### src/rtl/mem_arbiter_if.sv
`default_nettype none
// ============================================================================
//  Module      : mem_arbiter_if
//  Description : Bundles the fetch port, the load/store port and the RAM
//                command/response signals of mem_arbiter. The slave modport
//                is the arbiter's view; the master modport is the view of the
//                surrounding CPU and RAM.
//  Revision    : 1.0  initial release
// ============================================================================
interface mem_arbiter_if #(
  parameter int AW = 32,
  parameter int DW = 32
);
  // Instruction-fetch port
  logic          i_req;
  logic [AW-1:0] i_addr;
  logic          i_ack;
  logic [DW-1:0] i_rdata;

  // Load/store port
  logic          d_req;
  logic          d_we;
  logic [3:0]    d_be;
  logic [AW-1:0] d_addr;
  logic [DW-1:0] d_wdata;
  logic          d_ack;
  logic [DW-1:0] d_rdata;

  // Shared RAM command and read data
  logic          ram_en;
  logic          ram_we;
  logic [3:0]    ram_be;
  logic [AW-1:0] ram_addr;
  logic [DW-1:0] ram_wdata;
  logic [DW-1:0] ram_rdata;

  // Arbiter status
  logic          busy;

  modport slave (
    input  i_req, i_addr,
    input  d_req, d_we, d_be, d_addr, d_wdata,
    input  ram_rdata,
    output i_ack, i_rdata,
    output d_ack, d_rdata,
    output ram_en, ram_we, ram_be, ram_addr, ram_wdata,
    output busy
  );

  modport master (
    output i_req, i_addr,
    output d_req, d_we, d_be, d_addr, d_wdata,
    output ram_rdata,
    input  i_ack, i_rdata,
    input  d_ack, d_rdata,
    input  ram_en, ram_we, ram_be, ram_addr, ram_wdata,
    input  busy
  );
endinterface
`default_nettype wire

### src/rtl/mem_arbiter.sv
`default_nettype none
// ============================================================================
//  Module      : mem_arbiter
//  Description : Two-requester arbiter sharing one synchronous single-port
//                RAM between instruction fetch (I) and load/store (D).
//                Accesses are serialised through an IDLE/GRANT/RESP FSM; the
//                RAM command is registered in GRANT and the owner receives a
//                one-cycle ack with read data in RESP.
//                Compile option MEM_ARB_RR_EN: when defined, ties in IDLE go
//                to the requester that did not win last time (round-robin);
//                when undefined, D always wins ties (fixed priority).
//  Revision    : 1.0  initial release
// ============================================================================
module mem_arbiter #(
  parameter int AW = 32,
  parameter int DW = 32
) (
  input  logic         clock,
  input  logic         reset,   // asynchronous, active low
  mem_arbiter_if.slave bus
);

  typedef enum logic [1:0] {
    IDLE  = 2'd0,
    GRANT = 2'd1,
    RESP  = 2'd2
  } state_t;

  // Requester encoding used by last_grant and the winner select
  localparam logic SEL_I = 1'b0;
  localparam logic SEL_D = 1'b1;

  state_t        state;
  state_t        state_nxt;

  // last_grant doubles as the owner of the access in flight
  logic          last_grant;

  logic          i_elig;
  logic          d_elig;
  logic          grant_go;
  logic          grant_sel;

  logic          ram_en_q;
  logic          ram_we_q;
  logic [3:0]    ram_be_q;
  logic [AW-1:0] ram_addr_q;
  logic [DW-1:0] ram_wdata_q;

  logic          i_ack_w;
  logic          d_ack_w;

  // Eligibility, winner selection and next-state decode
  always_comb begin
    state_nxt = state;
    i_elig    = 1'b0;
    d_elig    = 1'b0;
    grant_sel = SEL_I;

    case (state)
      IDLE: begin
        i_elig = bus.i_req;
        d_elig = bus.d_req;
      end
      RESP: begin
        // The owner's request is ignored while its ack is being returned,
        // so a requester holding req into the ack cycle is not re-served.
        i_elig = bus.i_req && (last_grant == SEL_D);
        d_elig = bus.d_req && (last_grant == SEL_I);
      end
      default: begin
        i_elig = 1'b0;
        d_elig = 1'b0;
      end
    endcase

    grant_go = i_elig || d_elig;

    if (i_elig && d_elig) begin
      // A tie can only occur in IDLE; in RESP only the non-owner competes.
`ifdef MEM_ARB_RR_EN
      grant_sel = (last_grant == SEL_I) ? SEL_D : SEL_I;
`else
      grant_sel = SEL_D;
`endif
    end else if (d_elig) begin
      grant_sel = SEL_D;
    end else begin
      grant_sel = SEL_I;
    end

    case (state)
      IDLE:    state_nxt = grant_go ? GRANT : IDLE;
      GRANT:   state_nxt = RESP;
      RESP:    state_nxt = grant_go ? GRANT : IDLE;
      default: state_nxt = IDLE;
    endcase
  end

  // FSM state register
  always_ff @(posedge clock or negedge reset) begin
    if (!reset) begin
      state <= IDLE;
    end else begin
      state <= state_nxt;
    end
  end

  // RAM command registers and grant history, loaded on every GRANT entry
  always_ff @(posedge clock or negedge reset) begin
    if (!reset) begin
      ram_en_q    <= 1'b0;
      ram_we_q    <= 1'b0;
      ram_be_q    <= 4'h0;
      ram_addr_q  <= '0;
      ram_wdata_q <= '0;
      last_grant  <= SEL_I;
    end else if (grant_go) begin
      ram_en_q   <= 1'b1;
      last_grant <= grant_sel;
      if (grant_sel == SEL_D) begin
        ram_we_q    <= bus.d_we;
        ram_be_q    <= bus.d_be;
        ram_addr_q  <= bus.d_addr;
        ram_wdata_q <= bus.d_wdata;
      end else begin
        // Fetches are always reads with no byte lanes enabled
        ram_we_q    <= 1'b0;
        ram_be_q    <= 4'h0;
        ram_addr_q  <= bus.i_addr;
        ram_wdata_q <= '0;
      end
    end else begin
      // Strobes last exactly one cycle; address/data are simply held
      ram_en_q <= 1'b0;
      ram_we_q <= 1'b0;
    end
  end

  // Acks are decoded from the RESP state so a reset removes them at once
  always_comb begin
    i_ack_w = (state == RESP) && (last_grant == SEL_I);
    d_ack_w = (state == RESP) && (last_grant == SEL_D);
  end

  assign bus.i_ack     = i_ack_w;
  assign bus.d_ack     = d_ack_w;
  assign bus.i_rdata   = i_ack_w ? bus.ram_rdata : '0;
  assign bus.d_rdata   = d_ack_w ? bus.ram_rdata : '0;

  assign bus.ram_en    = ram_en_q;
  assign bus.ram_we    = ram_we_q;
  assign bus.ram_be    = ram_be_q;
  assign bus.ram_addr  = ram_addr_q;
  assign bus.ram_wdata = ram_wdata_q;

  assign bus.busy      = (state != IDLE);

endmodule
`default_nettype wire

### src/flat_wrapper.sv
// flat-port wrapper written by rule: the top's interface ports become plain ports
module mem_arbiter_flat 
#(
  parameter int AW = 32,
  parameter int DW = 32
)
  (clock, reset, bus_i_req, bus_i_addr, bus_d_req, bus_d_we, bus_d_be, bus_d_addr, bus_d_wdata, bus_ram_rdata, bus_i_ack, bus_i_rdata, bus_d_ack, bus_d_rdata, bus_ram_en, bus_ram_we, bus_ram_be, bus_ram_addr, bus_ram_wdata, bus_busy);
  mem_arbiter_if #(.AW(AW), .DW(DW)) bus_i ();
  input  logic clock;
  input  logic reset;
  input wire logic [$bits(bus_i.i_req)-1:0] bus_i_req;
  input wire logic [$bits(bus_i.i_addr)-1:0] bus_i_addr;
  input wire logic [$bits(bus_i.d_req)-1:0] bus_d_req;
  input wire logic [$bits(bus_i.d_we)-1:0] bus_d_we;
  input wire logic [$bits(bus_i.d_be)-1:0] bus_d_be;
  input wire logic [$bits(bus_i.d_addr)-1:0] bus_d_addr;
  input wire logic [$bits(bus_i.d_wdata)-1:0] bus_d_wdata;
  input wire logic [$bits(bus_i.ram_rdata)-1:0] bus_ram_rdata;
  output wire logic [$bits(bus_i.i_ack)-1:0] bus_i_ack;
  output wire logic [$bits(bus_i.i_rdata)-1:0] bus_i_rdata;
  output wire logic [$bits(bus_i.d_ack)-1:0] bus_d_ack;
  output wire logic [$bits(bus_i.d_rdata)-1:0] bus_d_rdata;
  output wire logic [$bits(bus_i.ram_en)-1:0] bus_ram_en;
  output wire logic [$bits(bus_i.ram_we)-1:0] bus_ram_we;
  output wire logic [$bits(bus_i.ram_be)-1:0] bus_ram_be;
  output wire logic [$bits(bus_i.ram_addr)-1:0] bus_ram_addr;
  output wire logic [$bits(bus_i.ram_wdata)-1:0] bus_ram_wdata;
  output wire logic [$bits(bus_i.busy)-1:0] bus_busy;
  assign bus_i.i_req = bus_i_req;
  assign bus_i.i_addr = bus_i_addr;
  assign bus_i.d_req = bus_d_req;
  assign bus_i.d_we = bus_d_we;
  assign bus_i.d_be = bus_d_be;
  assign bus_i.d_addr = bus_d_addr;
  assign bus_i.d_wdata = bus_d_wdata;
  assign bus_i.ram_rdata = bus_ram_rdata;
  assign bus_i_ack = bus_i.i_ack;
  assign bus_i_rdata = bus_i.i_rdata;
  assign bus_d_ack = bus_i.d_ack;
  assign bus_d_rdata = bus_i.d_rdata;
  assign bus_ram_en = bus_i.ram_en;
  assign bus_ram_we = bus_i.ram_we;
  assign bus_ram_be = bus_i.ram_be;
  assign bus_ram_addr = bus_i.ram_addr;
  assign bus_ram_wdata = bus_i.ram_wdata;
  assign bus_busy = bus_i.busy;
  mem_arbiter #(.AW(AW), .DW(DW)) u_core (.clock(clock), .reset(reset), .bus(bus_i));
endmodule
### config.mk
export PLATFORM = sky130hd
export DESIGN_NAME = mem_arbiter_flat
export DESIGN_NICKNAME = d
export VERILOG_FILES = /design/src/rtl/mem_arbiter_if.sv /design/src/rtl/mem_arbiter.sv /design/src/flat_wrapper.sv
export SDC_FILE = /design/constraint.sdc
export NUM_CORES = 1
export LEC_CHECK = 0
export CAP_MARGIN = 20
export CORE_MARGIN = 3
export CORE_UTILIZATION = 30
export CTS_BUF_LIST = sky130_fd_sc_hd__clkbuf_16
export DETAILED_ROUTE_END_ITERATION = 8
export PLACE_DENSITY = 0.84
export RECOVER_POWER = 100
export SLEW_MARGIN = 40
export SYNTH_ARGS = -nofsm -noshare
export SYNTH_HDL_FRONTEND = slang
export SYNTH_SLANG_ARGS = --single-unit
export TNS_END_PERCENT = 50
### constraint.sdc
create_clock -name clock -period 1.6 [get_ports clock]
set_clock_uncertainty 0.15 [all_clocks]
set_input_delay 0.48 -clock clock [delete_from_list [all_inputs] [get_ports clock]]
set_output_delay 0.48 -clock clock [all_outputs]
set_load 0.005 [all_outputs]
==> results by group <==
Run status
  • Violated checks: negative setup slack
  • Outcome: complete, but fails checks

Power and ir drop
  • Clock Power Share: a little under a fifth
  • Gate power share: between 50% and 60%
  • Sw Share: ~30%
  • Int Pwr: 7728 uW
  • Leakage: just over 0.003 uW
  • Seq pwr share: 30.3%
  • Max VDD drop: a little over 0.0008 V
  • PwrDens: ~1600 nW/um^2
  • Switching power: 3212 uW
  • Pwr Total: 10940 uW

Setup path
  • CP Capture Type: output pin
  • WP data arrival: 1.84 ns
  • CP startpoint kind: register
  • Buf/Inv on CP: 2
  • WP data required: ~0.97 ns
  • CP cell instances: nand2b_4 -> nor2_4 -> buf_12 -> and2_1 -> clkdlybuf4s50_1
  • Kind of critical path: reg2out
  • CP peak stage delay: around 0.50 ns
  • Delay-heaviest family, CP: buffers and inverters
  • Crit-path max FO: 17
  • Slowest CP cell: clkdlybuf4s50_1

Die
  • Die Area: 12950 um^2
  • Site Rows: 38
  • Core ar.: between 10000 and 15000 um^2
  • Initial Util: 31.47%
  • DIE HEIGHT: 113.8 um
  • Die span in x: ~110 um
  • IO Count: 274

Yosys
  • Largest family of logic cells by synthesized area: multiplexers
  • Cells after Synth: around 280
  • Synthesized area: ~3500 um^2
  • Register area share after synthesis: about 52%
  • Post-Synth Simple-Gate Area: between 10% and 20%
  • Mux contribution to synthesized area: about 20%
  • Syn Area/Cell: 12.54 um^2
  • Synth Area in Adders: 0%
  • Synth Register Bits: between 70 and 80
  • Synth Area in Compound Gates: between 9 and 10%
  • Ys Warns: 0
  • XOR/XNOR share of the synthesized area: 0%
  • Library cells used by synthesis: 21
  • Synth Net Count: about 420

Final layout
  • Ratio of cells with drive above 1 in the final layout: between 20% and 30%
  • Nets: just under 700
  • Synth-to-Final Area Change: 90.24%
  • Diode count: 0
  • Core Util, Final: between 50% and 60%
  • Fillers: slightly above 900

Clocking
  • CTS tree: yes
  • Root Buffer: clkbuf_16
  • Clock-pin slew of the registers on the worst-case setup and hold paths: approximately 0.06 ns
  • Skew-Pair Late Insertion Delay: roughly 0.32 ns
  • Clock tree buffer depth: 2
  • Inserted Clock Buffers: 9
  • TritonCTS Sinks: 73
  • CTS H-tree lvls: 3

Route
  • Pre-antenna DRT Iters: 4
  • Drt via density: approximately 4.6
  • WL per Instance: around 18 um
  • Vias: between 3000 and 4000
  • First DRT Iteration DRCs: 87
  • Antenna violation net count after detailed routing: 0
  • DRC Markers: 0
  • Wirelength, routed: roughly 12000 um

Flow run
  • Number of max-cap violations: 0

Timing
  • Final Setup Violations: ~190
  • Unrepaired setup endpoints after global routing: true
  • Max Freq: approximately 400 MHz
  • Min cycle time layout: about 2.5 ns
  • Worst-margin pin slew: between 0.9 and 1 ns
  • Slew Limit Headroom: approximately 36%
  • Final hold vios: 0
  • Setup TNS: -69.73 ns
  • Final slew viol count: 0
  • Final Cycle Share: 154.5%
  • PnR worst setup slack: -0.8716 ns

Place
  • GPL Wtd Cong: about 0.8
  • Detailed placer's ending HPWL: 9320 um
  • Port Buf Inserts: about 270

Global route
  • Vias in the first global route: ~3400
  • All-Layer GR Usage: between 15 and 20%
  • Initial antenna violation count: 0
  • Overflow after GRT: 0
  • Largest net degree at the start of global routing: between 70 and 80
  • First-pass GRT wire length: roughly 18000 um

Worst hold path
  • Hold Crit Class: in2async
sequential cells by signal, indices dropped and copies added, names as in the netlist:
register              count
u_core.bus.ram_addr      32
u_core.last_grant         1
u_core.bus.ram_en         1
u_core.bus.ram_be         4
u_core.bus.ram_we         1
u_core.state              2
u_core.bus.ram_wdata     32
synthesized netlist by cell type:
master	count	area, um^2
and3b_1	1	8.760
a22o_1	36	315.3
or3_1	1	6.260
dfrtp_1	73	1827
a21oi_1	1	5.000
nor2_1	3	11.26
inv_2	1	3.750
nand2b_1	1	6.260
nor2b_1	1	6.260
or2_2	1	6.260
buf_2	3	15.01
buf_6	7	78.83
o21ai_1	2	10.01
o21ai_0	1	5.000
nand3b_1	2	15.01
and2_1	65	406.6
nand2_1	4	15.01
inv_1	2	7.510
mux2i_1	2	20.02
clkbuf_1	11	41.29
mux2_2	60	675.7
cells by family after synthesis:
logic type | after synthesis
DFF | 73
buffers and inverters | 24
muxes | 62
and+or+nand+nor | 79
AOI/OAI and AO/OA | 40
worst reg2reg max path: stages, from the launching register on:
cell,delay [ns]
dfrtp_2,0.44
nand2_2,0.11
buf_4,0.12
nor2_1,0.04
or3_4,0.43
inv_8,0.10
buf_8,0.14
mux2_2,0.34
final timing paths:
check                                             from                       end  cells past startpoint  slack, ns
worst min register to register  u_core.bus.ram_addr[1]    u_core.bus.ram_addr[1]                      1       0.35
min in group clock              u_core.bus.ram_addr[1]    u_core.bus.ram_addr[1]                      1       0.35
worst min-delay path                             reset  u_core.bus.ram_wdata[22]                      2       0.29
max in group asynchronous                        reset           u_core.state[1]                      2       0.33
worst max-delay path                 u_core.last_grant            bus_i_rdata[9]                      5      -0.87
worst max register to register         u_core.state[1]   u_core.bus.ram_addr[20]                      7      -0.39
cell type report:
class                   count  area [um^2]  share of cell area [%]
repair buffers            291         2743                   41.36
flip-flops and latches     73         1829                   27.58
multi-input cells         181         1555                   23.45
clock buffers               9        225.2                   3.396
well taps                 140        175.2                   2.642
clock inverters             6        85.08                   1.283
inverters                   3        18.77                  0.2830
power groups by stage:
stage / Clock, uW / Combinational (uW) / Sequential [uW]
finish: 2080 / 5550 / 3320
global route: 2210 / 5920 / 3440
CTS: 2120 / 5510 / 3300
detailed placement: 0 / 5490 / 3270
global placement: 0 / 5350 / 3280
floorplan: 0 / 2180 / 3320
layout by cell type, fill, tap and decap left out, drive strengths merged, types with 2 or more instances in the layout:
cell / synthesis / layout
a22o: 36 / 36
and2: 65 / 65
buf: 10 / 38
bufinv: 0 / 2
clkbuf: 11 / 48
clkdlybuf4s15: 0 / 11
clkdlybuf4s50: 0 / 197
clkinv: 0 / 2
dfrtp: 73 / 73
dlygate4sd2: 0 / 2
dlymetal6s2s: 0 / 4
inv: 3 / 4
mux2: 60 / 60
mux2i: 2 / 2
nand2: 4 / 4
nand3b: 2 / 2
nor2: 3 / 3
o21ai: 3 / 3
layer usage:
metal / part of all wire, % / vias to the layer above / GRT usage [%]
li1: - / 1531 / -
met1: 36 / 1485 / 19.09
met2: 53 / 178 / 33.10
met3: 9.3 / 21 / 5.676
met4: 2.0 / 0 / 5.384
met5: 0 / - / 0
per-stage QoR:
stage,worst slack [ns],area (um^2),hold slack [ns],std cells
global placement,-0.6958,6429,0.3050,682
finish,-0.8716,6631,0.2902,703
global route,-0.9474,6631,0.3657,703
detailed placement,-0.7359,6429,0.3229,682
CTS,-0.9001,6761,0.02080,697
floorplan,-0.1120,3497,0.03441,278
timing repair:
action,4_1_cts,5_1_grt
setup endpoints to repair,204,199
hold buffers,0,0
cloned,0,5
pin swaps,37,4
gates resized for setup,36,157
buffers inserted,0,1
Note: power is estimated with default switching activity, not from simulation.
